$ cat src/rtl/hazard_stall_unit_pkg.sv
// -----------------------------------------------------------------------------
// pipe_ctrl_pkg
//   Shared definitions for the decode-stage hazard/stall controller:
//     - REG_ADDR_W      : register-file address width
//     - ST_*            : FSM state encodings (also exported on state_o)
//     - ctrl_word_t     : bundle of pipeline control outputs
//     - CTRL_*          : canned control words, including the NOP word
//                         loaded into IF/ID and ID/EX
//     - detect_load_use : load-use hazard term
// -----------------------------------------------------------------------------
package pipe_ctrl_pkg;

    localparam int REG_ADDR_W = 3;

    localparam logic [1:0] ST_RUN    = 2'd0;
    localparam logic [1:0] ST_LSTALL = 2'd1;
    localparam logic [1:0] ST_FLUSH  = 2'd2;
    localparam logic [1:0] ST_FREEZE = 2'd3;

    typedef struct packed {
        logic pc_write_en;
        logic ifid_write_en;
        logic ifid_flush;
        logic idex_bubble;
        logic freeze;
    } ctrl_word_t;

    // Normal flow: everything advances.
    localparam ctrl_word_t CTRL_RUN = '{pc_write_en: 1'b1, ifid_write_en: 1'b1,
                                        ifid_flush: 1'b0, idex_bubble: 1'b0, freeze: 1'b0};
    // Load-use: hold PC and IF/ID, push a bubble into EX.
    localparam ctrl_word_t CTRL_LSTALL = '{pc_write_en: 1'b0, ifid_write_en: 1'b0,
                                           ifid_flush: 1'b0, idex_bubble: 1'b1, freeze: 1'b0};
    // Taken branch: fetch from the target, squash the wrong-path instructions.
    localparam ctrl_word_t CTRL_FLUSH = '{pc_write_en: 1'b1, ifid_write_en: 1'b1,
                                          ifid_flush: 1'b1, idex_bubble: 1'b1, freeze: 1'b0};
    // Memory not ready: every pipeline register holds.
    localparam ctrl_word_t CTRL_FREEZE = '{pc_write_en: 1'b0, ifid_write_en: 1'b0,
                                           ifid_flush: 1'b0, idex_bubble: 1'b0, freeze: 1'b1};
    // NOP word: both IF/ID and ID/EX load a NOP, nothing advances.
    // Driven while reset is asserted.
    localparam ctrl_word_t CTRL_NOP = '{pc_write_en: 1'b0, ifid_write_en: 1'b0,
                                        ifid_flush: 1'b1, idex_bubble: 1'b1, freeze: 1'b0};

    // A load in EX whose destination is a source read by the instruction in ID.
    // With a hardwired zero register, writes to r0 never carry a value.
    function automatic logic detect_load_use(
        input logic [REG_ADDR_W-1:0] rs_addr,
        input logic [REG_ADDR_W-1:0] rt_addr,
        input logic                  rs_used,
        input logic                  rt_used,
        input logic [REG_ADDR_W-1:0] ex_write_addr,
        input logic                  ex_memread,
        input logic                  zero_hardwired
    );
        logic match;
        match = (rs_used && (rs_addr == ex_write_addr)) ||
                (rt_used && (rt_addr == ex_write_addr));
        if (zero_hardwired && (ex_write_addr == '0)) begin
            match = 1'b0;
        end
        return ex_memread && match;
    endfunction

endpackage

$ cat src/rtl/hazard_stall_unit_if.sv
// -----------------------------------------------------------------------------
// hazard_stall_unit_if
//   Bundle between the pipeline datapath (master) and the hazard/stall unit
//   (slave).
//   master drives : ID source addresses/use flags, EX destination/load flag,
//                   branch_taken_i, mem_ready_i
//   slave drives  : pc_write_en_o, ifid_write_en_o, ifid_flush_o,
//                   idex_bubble_o, freeze_o, state_o, stall_count_o
// -----------------------------------------------------------------------------
interface hazard_stall_unit_if #(
    parameter int CNT_W = 16
);
    import pipe_ctrl_pkg::*;

    logic [REG_ADDR_W-1:0] id_rs_addr_i;
    logic [REG_ADDR_W-1:0] id_rt_addr_i;
    logic                  id_rs_used_i;
    logic                  id_rt_used_i;
    logic [REG_ADDR_W-1:0] ex_write_addr_i;
    logic                  ex_memread_i;
    logic                  branch_taken_i;
    logic                  mem_ready_i;

    logic                  pc_write_en_o;
    logic                  ifid_write_en_o;
    logic                  ifid_flush_o;
    logic                  idex_bubble_o;
    logic                  freeze_o;
    logic [1:0]            state_o;
    logic [CNT_W-1:0]      stall_count_o;

    modport master (
        output id_rs_addr_i, id_rt_addr_i, id_rs_used_i, id_rt_used_i,
               ex_write_addr_i, ex_memread_i, branch_taken_i, mem_ready_i,
        input  pc_write_en_o, ifid_write_en_o, ifid_flush_o, idex_bubble_o,
               freeze_o, state_o, stall_count_o
    );

    modport slave (
        input  id_rs_addr_i, id_rt_addr_i, id_rs_used_i, id_rt_used_i,
               ex_write_addr_i, ex_memread_i, branch_taken_i, mem_ready_i,
        output pc_write_en_o, ifid_write_en_o, ifid_flush_o, idex_bubble_o,
               freeze_o, state_o, stall_count_o
    );

endinterface

$ cat src/rtl/hazard_stall_unit_sat_counter.sv
// -----------------------------------------------------------------------------
// sat_counter
//   Up-counter that sticks at all-ones instead of wrapping.
//   clk_i   : clock, rising edge
//   rst_n_i : asynchronous active-low clear
//   en_i    : count this cycle
//   count_o : current count
// -----------------------------------------------------------------------------
module sat_counter #(
    parameter int W = 16
) (
    input  logic         clk_i,
    input  logic         rst_n_i,
    input  logic         en_i,
    output logic [W-1:0] count_o
);

    logic [W-1:0] count_reg;

    always_ff @(posedge clk_i or negedge rst_n_i) begin
        if (!rst_n_i) begin
            count_reg <= '0;
        end else if (en_i && (count_reg != '1)) begin
            count_reg <= count_reg + 1'b1;
        end
    end

    assign count_o = count_reg;

endmodule

$ cat src/rtl/hazard_stall_unit.sv
// -----------------------------------------------------------------------------
// hazard_stall_unit
//   Decode-stage controller for hazards that forwarding cannot cover:
//   load-use bubbles, multi-cycle taken-branch flushes and memory-not-ready
//   freezes. Control outputs respond combinationally in the same cycle; the
//   FSM state, saved return state and flush counter are registered.
//   clk_i   : clock, rising edge
//   rst_n_i : asynchronous active-low reset
//   bus     : hazard_stall_unit_if.slave (hazard inputs, control outputs,
//             state_o, stall_count_o)
// -----------------------------------------------------------------------------
module hazard_stall_unit
    import pipe_ctrl_pkg::*;
#(
    parameter int BRANCH_FLUSH_CYCLES = 2,
    parameter bit ZERO_REG_HARDWIRED  = 1'b1,
    parameter int CNT_W               = 16
) (
    input  logic              clk_i,
    input  logic              rst_n_i,
    hazard_stall_unit_if.slave bus
);

    // The branch cycle itself is the first flush cycle and the FLUSH state
    // runs until the counter has been seen at zero, hence the "-2".
    localparam logic [2:0] FLUSH_RELOAD =
        (BRANCH_FLUSH_CYCLES > 1) ? 3'(BRANCH_FLUSH_CYCLES - 2) : 3'd0;

    logic [1:0] state_reg, state_next;
    logic [1:0] ret_state_reg, ret_state_next;
    logic [2:0] flush_cnt_reg, flush_cnt_next;
    logic [1:0] eff_state;
    logic       load_use;
    ctrl_word_t ctrl;
    ctrl_word_t ctrl_out;
    logic [CNT_W-1:0] stall_count;

    assign load_use = detect_load_use(bus.id_rs_addr_i, bus.id_rt_addr_i,
                                      bus.id_rs_used_i, bus.id_rt_used_i,
                                      bus.ex_write_addr_i, bus.ex_memread_i,
                                      ZERO_REG_HARDWIRED);

    // A FREEZE with memory ready behaves exactly like the state it
    // interrupted, so evaluate everything against the effective state.
    assign eff_state = (state_reg == ST_FREEZE) ? ret_state_reg : state_reg;

    always_comb begin
        ctrl           = CTRL_RUN;
        state_next     = ST_RUN;
        ret_state_next = ret_state_reg;
        flush_cnt_next = flush_cnt_reg;

        if (!bus.mem_ready_i) begin
            ctrl       = CTRL_FREEZE;
            state_next = ST_FREEZE;
            // LSTALL is one cycle and always continues into RUN, so only a
            // pending flush needs remembering. Inside FREEZE this reproduces
            // the held return state.
            ret_state_next = (eff_state == ST_FLUSH) ? ST_FLUSH : ST_RUN;
        end else if (bus.branch_taken_i) begin
            ctrl = CTRL_FLUSH;
            if (BRANCH_FLUSH_CYCLES > 1) begin
                state_next     = ST_FLUSH;
                flush_cnt_next = FLUSH_RELOAD;
            end
        end else if (eff_state == ST_FLUSH) begin
            // The ID instruction is being squashed; load_use is irrelevant.
            ctrl = CTRL_FLUSH;
            if (flush_cnt_reg != 3'd0) begin
                state_next     = ST_FLUSH;
                flush_cnt_next = flush_cnt_reg - 3'd1;
            end
        end else if ((eff_state == ST_RUN) && load_use) begin
            // In LSTALL the EX stage holds the bubble, so no re-detection.
            ctrl       = CTRL_LSTALL;
            state_next = ST_LSTALL;
        end
    end

    always_ff @(posedge clk_i or negedge rst_n_i) begin
        if (!rst_n_i) begin
            state_reg     <= ST_RUN;
            ret_state_reg <= ST_RUN;
            flush_cnt_reg <= 3'd0;
        end else begin
            state_reg     <= state_next;
            ret_state_reg <= ret_state_next;
            flush_cnt_reg <= flush_cnt_next;
        end
    end

    // Reset forces the NOP word so nothing advances while the core is held.
    assign ctrl_out = rst_n_i ? ctrl : CTRL_NOP;

    sat_counter #(
        .W (CNT_W)
    ) u_stall_cnt (
        .clk_i   (clk_i),
        .rst_n_i (rst_n_i),
        .en_i    (!ctrl_out.pc_write_en),
        .count_o (stall_count)
    );

    assign bus.pc_write_en_o   = ctrl_out.pc_write_en;
    assign bus.ifid_write_en_o = ctrl_out.ifid_write_en;
    assign bus.ifid_flush_o    = ctrl_out.ifid_flush;
    assign bus.idex_bubble_o   = ctrl_out.idex_bubble;
    assign bus.freeze_o        = ctrl_out.freeze;
    assign bus.state_o         = state_reg;
    assign bus.stall_count_o   = stall_count;

endmodule

$ cat src/flat_wrapper.sv
// flat-port wrapper written by rule: the top's interface ports become plain ports
module hazard_stall_unit_flat import pipe_ctrl_pkg::*;
#(
    parameter int BRANCH_FLUSH_CYCLES = 2,
    parameter bit ZERO_REG_HARDWIRED  = 1'b1,
    parameter int CNT_W               = 16
)
  (clk_i, rst_n_i, bus_id_rs_addr_i, bus_id_rt_addr_i, bus_id_rs_used_i, bus_id_rt_used_i, bus_ex_write_addr_i, bus_ex_memread_i, bus_branch_taken_i, bus_mem_ready_i, bus_pc_write_en_o, bus_ifid_write_en_o, bus_ifid_flush_o, bus_idex_bubble_o, bus_freeze_o, bus_state_o, bus_stall_count_o);
  hazard_stall_unit_if #(.CNT_W(CNT_W)) bus_i ();
  input  logic clk_i;
  input  logic rst_n_i;
  input wire logic [$bits(bus_i.id_rs_addr_i)-1:0] bus_id_rs_addr_i;
  input wire logic [$bits(bus_i.id_rt_addr_i)-1:0] bus_id_rt_addr_i;
  input wire logic [$bits(bus_i.id_rs_used_i)-1:0] bus_id_rs_used_i;
  input wire logic [$bits(bus_i.id_rt_used_i)-1:0] bus_id_rt_used_i;
  input wire logic [$bits(bus_i.ex_write_addr_i)-1:0] bus_ex_write_addr_i;
  input wire logic [$bits(bus_i.ex_memread_i)-1:0] bus_ex_memread_i;
  input wire logic [$bits(bus_i.branch_taken_i)-1:0] bus_branch_taken_i;
  input wire logic [$bits(bus_i.mem_ready_i)-1:0] bus_mem_ready_i;
  output wire logic [$bits(bus_i.pc_write_en_o)-1:0] bus_pc_write_en_o;
  output wire logic [$bits(bus_i.ifid_write_en_o)-1:0] bus_ifid_write_en_o;
  output wire logic [$bits(bus_i.ifid_flush_o)-1:0] bus_ifid_flush_o;
  output wire logic [$bits(bus_i.idex_bubble_o)-1:0] bus_idex_bubble_o;
  output wire logic [$bits(bus_i.freeze_o)-1:0] bus_freeze_o;
  output wire logic [$bits(bus_i.state_o)-1:0] bus_state_o;
  output wire logic [$bits(bus_i.stall_count_o)-1:0] bus_stall_count_o;
  assign bus_i.id_rs_addr_i = bus_id_rs_addr_i;
  assign bus_i.id_rt_addr_i = bus_id_rt_addr_i;
  assign bus_i.id_rs_used_i = bus_id_rs_used_i;
  assign bus_i.id_rt_used_i = bus_id_rt_used_i;
  assign bus_i.ex_write_addr_i = bus_ex_write_addr_i;
  assign bus_i.ex_memread_i = bus_ex_memread_i;
  assign bus_i.branch_taken_i = bus_branch_taken_i;
  assign bus_i.mem_ready_i = bus_mem_ready_i;
  assign bus_pc_write_en_o = bus_i.pc_write_en_o;
  assign bus_ifid_write_en_o = bus_i.ifid_write_en_o;
  assign bus_ifid_flush_o = bus_i.ifid_flush_o;
  assign bus_idex_bubble_o = bus_i.idex_bubble_o;
  assign bus_freeze_o = bus_i.freeze_o;
  assign bus_state_o = bus_i.state_o;
  assign bus_stall_count_o = bus_i.stall_count_o;
  hazard_stall_unit #(.BRANCH_FLUSH_CYCLES(BRANCH_FLUSH_CYCLES), .ZERO_REG_HARDWIRED(ZERO_REG_HARDWIRED), .CNT_W(CNT_W)) u_core (.clk_i(clk_i), .rst_n_i(rst_n_i), .bus(bus_i));
endmodule
$ cat config.mk
export PLATFORM = sky130hd
export DESIGN_NAME = hazard_stall_unit_flat
export DESIGN_NICKNAME = d
export VERILOG_FILES = /design/src/rtl/hazard_stall_unit_pkg.sv /design/src/rtl/hazard_stall_unit_if.sv /design/src/rtl/hazard_stall_unit_sat_counter.sv /design/src/rtl/hazard_stall_unit.sv /design/src/flat_wrapper.sv
export SDC_FILE = /design/constraint.sdc
export NUM_CORES = 1
export LEC_CHECK = 0
export ABC_AREA = 0
export BUFFER_PORTS_ARGS = -buffer_cell sky130_fd_sc_hd__buf_2
export CORE_MARGIN = 2
export CORE_UTILIZATION = 30
export DETAILED_ROUTE_END_ITERATION = 8
export HOLD_SLACK_MARGIN = 0.1
export MAX_ROUTING_LAYER = met4
export PLACE_DENSITY = 0.5
export SETUP_SLACK_MARGIN = 0.3
export SLEW_MARGIN = 20
export SYNTH_ARGS = -nofsm -noshare
export SYNTH_HDL_FRONTEND = slang
export SYNTH_SLANG_ARGS = --single-unit
$ cat constraint.sdc
create_clock -name clk_i -period 2.5 [get_ports clk_i]
set_clock_uncertainty 0.15 [all_clocks]
set_input_delay 0.375 -clock clk_i [delete_from_list [all_inputs] [get_ports clk_i]]
set_output_delay 0.375 -clock clk_i [all_outputs]
set_load 0.02 [all_outputs]
After elaboration in Yosys (flattened, before gate mapping)
Cells that the tools add are included.

Flip-flop bits (word level): 23. Input bits: 16. Output and inout port bits: 23. Logic and storage cells: 40.

Add/sub/neg operators: 2. Equality and inequality tests: 5. Mux-type cells: 16. Reductions and logical operators: 13.

Operators by type and width (number): 5-bit two-way mux (5); 16-bit by 1-bit adder with 16-bit output, second input constant (1); 16-bit inequality test, second input constant (1); 2-bit two-way mux (6); 3-bit two-way mux (3); 3-bit == test (2); 1-bit logical AND (5); 2-bit == test, second input constant (2); 2-bit nonzero test (2); 3-bit zero test (1); 3-bit AND reduction (1); 3-bit nonzero test (1); 3-bit by 1-bit subtractor with 3-bit output, second input constant (1); 2-bit zero test (1); 1-bit two-way mux (2); 1-bit zero test (1); 1-bit logical OR (1).

Depth between registers and ports, before layout
Gate-level depths: netlist of the first run.

Word-level depth: 13. Gate-level depth with buffers: 7. Gate-level depth less buffers: 7.

Hierarchy
From an unflattened synthesis of the first run, not the netlist that was laid out.

Cells, all modules: 121. Area total of the unflattened synthesis: 1338.8 µm².

By module, submodules not included: sat_counter (instances 1, cells an instance 72, area each 859.6 µm², sequential area each 400.4 µm²); hazard_stall_unit (instances 1, cells an instance 49, area each 479.2 µm², sequential area each 150.1 µm²).

Worst setup path before layout of the first run
Ideal clock, no wire load.

Kind: register -> output. Start point: register u_core.state_reg[0], in the netlist u_core.bus.state_o[0]. End point: output bus_pc_write_en_o. Arrival: 1469 ps. Required time: 1975 ps. Slack: 506 ps. Cell stages (with the launch flop): 6. Path buffers: 1. Path through: dfrtp_1 -> nand2b_1 -> a21o_1 -> a211o_2 -> and2_2 -> buf_4.

Longest elaborated chain between the ends: 9. Elaborated cells on any way between the ends: 10. Those cells by class: eq/ne: 2; mux: 6; reduce/logical: 2.

RTL lines: start, declared (line hazard_stall_unit.sv:29) `logic [1:0] state_reg, state_next;`; start signal, assigned (line hazard_stall_unit.sv:86) `state_reg <= state_next;`; 2-bit == test (line hazard_stall_unit.sv:45) `assign eff_state = (state_reg == ST_FREEZE) ? ret_state_reg : state_reg;`; 2-bit two-way mux (*) (line hazard_stall_unit.sv:45); 2-bit zero test (line hazard_stall_unit.sv:73) `end else if ((eff_state == ST_RUN) && load_use) begin`; 1-bit logical AND (line hazard_stall_unit.sv:73); 5-bit two-way mux (line hazard_stall_unit.sv:73); 5-bit two-way mux (*) (line hazard_stall_unit.sv:66) `end else if (eff_state == ST_FLUSH) begin`; 5-bit two-way mux (*) (line hazard_stall_unit.sv:60) `end else if (bus.branch_taken_i) begin`; 5-bit two-way mux (*) (line hazard_stall_unit.sv:53) `if (!bus.mem_ready_i) begin`; 5-bit two-way mux (*) (line hazard_stall_unit.sv:93) `assign ctrl_out = rst_n_i ? ctrl : CTRL_NOP;`; end, declared (line flat_wrapper.sv:20) `output wire logic [$bits(bus_i.pc_write_en_o)-1:0] bus_pc_write_en_o;`.

Mark *: on every way between the ends. The rest lies on a longest branch, timed or not.

Worst setup path in the final report of the first run
Start point: register u_core.ret_state_reg[1]. End point: output bus_pc_write_en_o.

Longest elaborated chain between the ends: 8. Elaborated cells on any way between the ends: 9. Those cells by class: eq/ne: 1; mux: 6; reduce/logical: 2.

RTL lines: start, declared (line hazard_stall_unit.sv:30) `logic [1:0] ret_state_reg, ret_state_next;`; start signal, assigned (line hazard_stall_unit.sv:87) `ret_state_reg <= ret_state_next;`; 2-bit two-way mux (*) (line hazard_stall_unit.sv:45); 2-bit zero test (line hazard_stall_unit.sv:73); 1-bit logical AND (line hazard_stall_unit.sv:73); 5-bit two-way mux (line hazard_stall_unit.sv:73); 5-bit two-way mux (*) (line hazard_stall_unit.sv:66); 5-bit two-way mux (*) (line hazard_stall_unit.sv:60); 5-bit two-way mux (*) (line hazard_stall_unit.sv:53); 5-bit two-way mux (*) (line hazard_stall_unit.sv:93).

Marks and branches as above.

==> results.sh, run 1 <==
export IMPL_status="completed"
export IMPL_area_growth_pct=31.0
export IMPL_cts_sinks=22
export IMPL_r2r_end="u_core.u_stall_cnt.count_o[1]$_DFFE_PN0P_"
export IMPL_fin_tns_setup_ps=0
export IMPL_wl_met2_um=1350
export IMPL_crit_chain="nand2b_4, a21o_1, a211o_4, and2_4, buf_2"
export IMPL_core_area_mm2=0.00374
export IMPL_die_y_um=67.2
export IMPL_arrival_ps=1620
export IMPL_antenna_cells=0
export IMPL_clock_path_buffers=2
export IMPL_synth_avg_cell_area_um2=10.4
export IMPL_critPathMaxFanout=3
export IMPL_setup_slack_ps=353
export IMPL_cp_end_kind="output port"
export IMPL_met3_length_um=90
export IMPL_first_global_vias=999
export IMPL_cts_buffers=3
export IMPL_worst_pin_slew_ps=497
export IMPL_first_iter_violations=28
export IMPL_dp_slack_ps=262
export IMPL_hp_class="primary input to async pin"
export IMPL_final_cell_mix="38 x buf_2, 22 x dfrtp_1, 17 x xnor2_1, 11 x nand2_1, 7 x nand4_1"
export IMPL_grt_setup_unrepaired="no"
export IMPL_crit_type="flop to output port"
export IMPL_drv_cap=0
export IMPL_place_hpwl_um=1890
export IMPL_fin_nets=179
export IMPL_syn_num_nets=134
export IMPL_drt_pass1_iterations=4
export IMPL_die_area_mm2=0.00452
export IMPL_synth_cell_types=34
export IMPL_max_freq_mhz=466
export IMPL_crit_path_top_delay_cell="dfrtp_1"
export IMPL_avgRoutedWirePerCell_um=12.5
export IMPL_critPathTopFamily="compound AO/OA/AOI/OAI gates"
export IMPL_vdd_drop_max_uv=758
export IMPL_synth_top_area_share_pct=45.9
export IMPL_gp_congestion=0.733
export IMPL_synth_area_leaders="dfrtp_1 46%, xnor2_1 12%, nand4_1 3.6%"
export IMPL_yosys_area_top_type="dfrtp_1"
export IMPL_critical_path_required_ps=1980
export IMPL_initial_utilization_pct=32.1
export IMPL_grt_pass1_wl_um=4310
export IMPL_num_rows=22
export IMPL_drcViolationCount=0
export IMPL_totalWireLength_um=2580
export IMPL_final_period_utilization_pct=85.9
export IMPL_worst_path_buf_inv=1
export IMPL_worstSkewPairLatency_ps=260
export IMPL_power_density_mw_per_mm2=849
export IMPL_p_total_w=0.00133
export IMPL_reg2reg_depth=5
export IMPL_top_layer_used="met4"
export IMPL_htree_levels=1
export IMPL_yosys_most_used_dff="dfrtp_1"
export IMPL_antenna_left=0
export IMPL_synth_edff_count=0
export IMPL_cts_root_buf="clkbuf_8"
export IMPL_cts_tree="done"
export IMPL_cp_slowest_stage_delay_ps=390
export IMPL_ys_seq_area_share_pct=45.9
export IMPL_r2r_start="u_core.u_stall_cnt.count_o[0]$_DFFE_PN0P_"
export IMPL_die_width_um=67.2
export IMPL_cp_num_cells=5
export IMPL_slew_headroom_pct=66.9
export IMPL_synthArstFlopShare_pct=100
export IMPL_drive_gt1_share_pct=38.4
export IMPL_hold_worst_slack_ps=162
export IMPL_routedLengthMet1_um=1120
export IMPL_grt_overflow_total=0
export IMPL_track_usage_pct=12.9
export IMPL_fin_util_pct=42.0
export IMPL_yosys_warnings=0
export IMPL_synthCells=115
export IMPL_io_pins=39
export IMPL_hold_violations=0
export IMPL_grt_start_max_net_pins=23
export IMPL_rrSetupSlack_ps=500
export IMPL_cts_clk_slew_worst_paths_ps=80
export IMPL_antenna_found_initial=0
export IMPL_start_kind="flop"
export IMPL_period_needed_ps=2150
export IMPL_vias=971
export IMPL_ys_ff_latch=22
export IMPL_final_common_cell="buf_2"
export IMPL_viasPerCell=4.69
export IMPL_setup_violations=0
export IMPL_largest_reg_flops=16
export IMPL_synth_area_mm2=0.00120
export IMPL_p_leak_nw=0.702
export IMPL_portBuffers=38
export IMPL_drv_slew=0
kinds of logic after synthesis:
kind of cell / after synthesis / synth area share, %
simple gates: 47 / 22.8
flops: 22 / 45.9
xor+xnor: 21 / 15.3
compound gates: 13 / 8.45
buf+inv: 8 / 3.44
fa+ha+maj: 3 / 3.13
mux: 1 / 0.938
worst max path at each step:
stage | from | end | slack, ps
floorplan | u_core.bus.state_o[0]$_DFF_PN0_ | bus_pc_write_en_o | 510
global placement | bus_ex_write_addr_i[1] | u_core.u_stall_cnt.count_o[1]$_DFFE_PN0P_ | 290
detailed placement | bus_ex_write_addr_i[1] | u_core.u_stall_cnt.count_o[1]$_DFFE_PN0P_ | 260
CTS | u_core.ret_state_reg[1]$_DFFE_PN0N_ | bus_ifid_write_en_o | 310
global route | u_core.bus.state_o[0]$_DFF_PN0_ | bus_pc_write_en_o | 290
finish | u_core.ret_state_reg[1]$_DFFE_PN0N_ | bus_pc_write_en_o | 350
what timing repair did:
item	4_1_cts	5_1_grt
hold buffers	1	0
setup buffers	2	1
setup endpoints to repair	2	9
gates resized for setup	1	6
hold endpoints to repair	22	0
pin swaps	1	2
synthesized netlist by cell type, types with 3 or more instances:
library cell / n
dfrtp_1: 22
xnor2_1: 17
nand2_1: 11
nand4_1: 7
nand3_1: 6
and2_2: 5
inv_1: 5
nor2_1: 4
xor2_1: 4
ha_1: 3
nand2b_1: 3
nor3_2: 3
layer usage:
layer	vias to the layer above	track usage, %
li1	486	-
met1	468	15.1
met2	15	22.0
met3	2	2.17
met4	0	5.36
met5	-	-
worst register-to-register path: stages (launching register included):
cell and delay [ps]:
dfrtp_1 440, ha_1 250, and2_2 210, nand3_1 170, a2bb2oi_4 300, mux2_2 370
final cells by class:
type,count,area [um2]
clock buffers,3,41.3
clock inverters,1,30.0
fillers,394,2170
inverters,5,18.8
multi-input cells,85,643
flip-flops and latches,22,551
well taps,48,60.1
repair buffers,43,228
metrics by stage:
stage	cell area, um2	std cells
after floorplan	1200	115
after global placement	1440	199
after global routing	1570	207
final	1570	207
after detailed placement	1440	199
after CTS	1530	206
power by group:
group	internal, W	switching, W
logic	0.000209	0.000252
clock network	0.000214	0.000111
registers	0.000450	0.0000982
total	0.000873	0.000461
Note: power is estimated with default switching activity, not from simulation.
==> inputs of run 2 (changes only) <==
--- a/config.mk
+++ b/config.mk
@@ -7,12 +7,12 @@
 export LEC_CHECK = 0
 export ABC_AREA = 0
 export BUFFER_PORTS_ARGS = -buffer_cell sky130_fd_sc_hd__buf_2
-export CORE_MARGIN = 2
 export CORE_UTILIZATION = 30
 export DETAILED_ROUTE_END_ITERATION = 8
 export HOLD_SLACK_MARGIN = 0.1
 export MAX_ROUTING_LAYER = met4
 export PLACE_DENSITY = 0.5
+export RECOVER_POWER = 100
 export SETUP_SLACK_MARGIN = 0.3
 export SLEW_MARGIN = 20
 export SYNTH_ARGS = -nofsm -noshare
==> run 2 against run 1 <==
Non-clock buffer count unchanged. Wire length decreased by 1.6%. Via count increased by 1.5%. Maximum frequency decreased by 6.0%.
==> results.sh, run 2 (synthesized netlist as in run 1, its figures left out) <==
export IMPL_multi_input_area_um2=599
export IMPL_fin_util_pct=40.1
export IMPL_io_pins=39
export IMPL_portBuffers=38
export IMPL_first_iter_violations=25
export IMPL_gr_usage_met2_pct=22.3
export IMPL_die_width_um=65.2
export IMPL_cp_startpoint="u_core.bus.state_o[0]$_DFF_PN0_"
export IMPL_hold_violations=0
export IMPL_grt_setup_unrepaired="yes"
export IMPL_drcViolationCount=0
export IMPL_cp_end_kind="output port"
export IMPL_totalWireLength_um=2540
export IMPL_vdd_drop_max_uv=408
export IMPL_cts_root_buf="clkbuf_8"
export IMPL_area_growth_pct=25.2
export IMPL_gp_congestion=0.764
export IMPL_critical_path_required_ps=1980
export IMPL_place_hpwl_um=1890
export IMPL_final_common_cell="clkbuf_1"
export IMPL_avgRoutedWirePerCell_um=12.3
export IMPL_rrSetupSlack_ps=250
export IMPL_final_period_utilization_pct=91.4
export IMPL_cp_slowest_stage_delay_ps=370
export IMPL_worst_pin_slew_ps=1200
export IMPL_cts_buffers=3
export IMPL_die_area_mm2=0.00426
export IMPL_antenna_found_initial=0
export IMPL_r2r_end="u_core.u_stall_cnt.count_o[13]$_DFFE_PN0P_"
export IMPL_crit_end="bus_ifid_write_en_o"
export IMPL_largest_reg_flops=16
export IMPL_reg2reg_depth=9
export IMPL_fin_tns_setup_ps=0
export IMPL_antenna_cells=0
export IMPL_top_usage_layer="met2"
export IMPL_vias=986
export IMPL_period_needed_ps=2280
export IMPL_grt_overflow_total=0
export IMPL_critPathTopFamily="compound AO/OA/AOI/OAI gates"
export IMPL_drv_cap=0
export IMPL_grt_pass1_wl_um=4030
export IMPL_core_area_mm2=0.00374
export IMPL_drv_slew=0
export IMPL_viasPerCell=4.76
export IMPL_r2r_start="u_core.bus.state_o[0]$_DFF_PN0_"
export IMPL_initial_utilization_pct=32.1
export IMPL_worst_path_buf_inv=2
export IMPL_regArea_um2=551
export IMPL_crit_type="flop to output port"
export IMPL_use_met1_pct=14.7
export IMPL_first_global_vias=928
export IMPL_drive_gt1_share_pct=20.1
export IMPL_status="completed"
export IMPL_fin_nets=179
export IMPL_cts_clk_slew_worst_paths_ps=80
export IMPL_crit_chain="clkbuf_1, nand2b_4, a21o_1, a211o_2, and2_0, buf_6"
export IMPL_power_density_mw_per_mm2=873
export IMPL_gr_usage_met3_pct=1.74
export IMPL_p_leak_nw=0.622
export IMPL_setup_violations=0
export IMPL_htree_levels=1
export IMPL_max_freq_mhz=438
export IMPL_grt_start_max_net_pins=23
export IMPL_slew_headroom_pct=20.2
export IMPL_track_usage_pct=12.7
export IMPL_final_cell_mix="24 x clkbuf_1, 22 x dfrtp_1, 17 x xnor2_1, 15 x buf_2, 11 x nand2_1"
export IMPL_crit_path_top_delay_cell="dfrtp_1"
export IMPL_worstSkewPairLatency_ps=260
export IMPL_antenna_left=0
export IMPL_cp_num_cells=6
export IMPL_drt_pass1_iterations=4
export IMPL_die_y_um=65.2
export IMPL_cts_sinks=22
export IMPL_cts_tree="done"
export IMPL_fillers=410
export IMPL_clock_path_buffers=2
export IMPL_num_rows=22
export IMPL_critPathMaxFanout=3
export IMPL_start_kind="flop"
export IMPL_hp_class="primary input to flop"
export IMPL_arrival_ps=1760
-- run 2: cell count changes in the layout (fill, tap and decap cells not counted), moves of 2 or more --
cell	change
clkbuf_4	+2
buf_2	-23
clkbuf_1	+24
nor3_2	-3
buf_4	-5
buf_6	+2
nor3_1	+3
-- run 2: how the worst min path moves through the flow --
| stage | startpoint | end | slack (ps) | cells after the start |
|---|---|---|---|---|
| after floorplan | rst_n_i | u_core.bus.state_o[0]$_DFF_PN0_ | -70 | 0 |
| after global placement | rst_n_i | u_core.bus.state_o[0]$_DFF_PN0_ | 260 | 2 |
| after detailed placement | rst_n_i | u_core.flush_cnt_reg[2]$_DFFE_PN0P_ | 270 | 2 |
| after CTS | bus_branch_taken_i | u_core.flush_cnt_reg[2]$_DFFE_PN0P_ | 200 | 2 |
| after global routing | bus_branch_taken_i | u_core.flush_cnt_reg[2]$_DFFE_PN0P_ | 220 | 2 |
| final | bus_branch_taken_i | u_core.flush_cnt_reg[2]$_DFFE_PN0P_ | 210 | 2 |
-- run 2: final cells by class --
class | count | area share [%]
well taps | 48 | 4.00
clock inverters | 1 | 2.00
clock buffers | 3 | 2.75
inverters | 5 | 1.25
repair buffers | 43 | 13.5
flip-flops and latches | 22 | 36.6
multi-input cells | 85 | 39.9
-- run 2: power breakdown --
part | switching [W] | leakage, nW | internal [W] | total (W)
clock | 0.000119 | 0.0357 | 0.000214 | 0.000333
combinational | 0.000243 | 0.319 | 0.000185 | 0.000428
sequential | 0.000101 | 0.267 | 0.000450 | 0.000551
-- run 2: worst register-to-register path, cell delays in order (launching register included) --
cell      delay (ps)
dfrtp_1          370
clkbuf_1         180
nand2b_4          70
a21o_1           200
a211o_2          340
clkbuf_4         140
clkbuf_4         130
a21o_2           220
nor3_1           220
xor2_1           170
-- run 2: metal layers --
layer,vias up,routed length (um)
met3,4,82
li1,483,-
met2,17,1290
met5,-,0
met1,482,1140
met4,0,25
-- run 2: stage by stage --
step	cell area, um2	instances	hold WS [ps]	setup slack, ps	total power (W)
finish	1500	207	208	215	0.00131
floorplan	1200	115	-70.6	506	0.000851
global placement	1440	199	259	286	0.000986
CTS	1530	206	200	317	0.00134
global route	1500	207	221	143	0.00140
detailed placement	1440	199	267	262	0.00100
-- run 2: repair_timing --
item                                    CTS  global route
gates resized for setup                   1             8
hold buffers                              1             0
endpoints found under the setup margin    2             8
buffers inserted                          2             1
hold endpoints to repair                 22             0
pin swaps                                 2             2
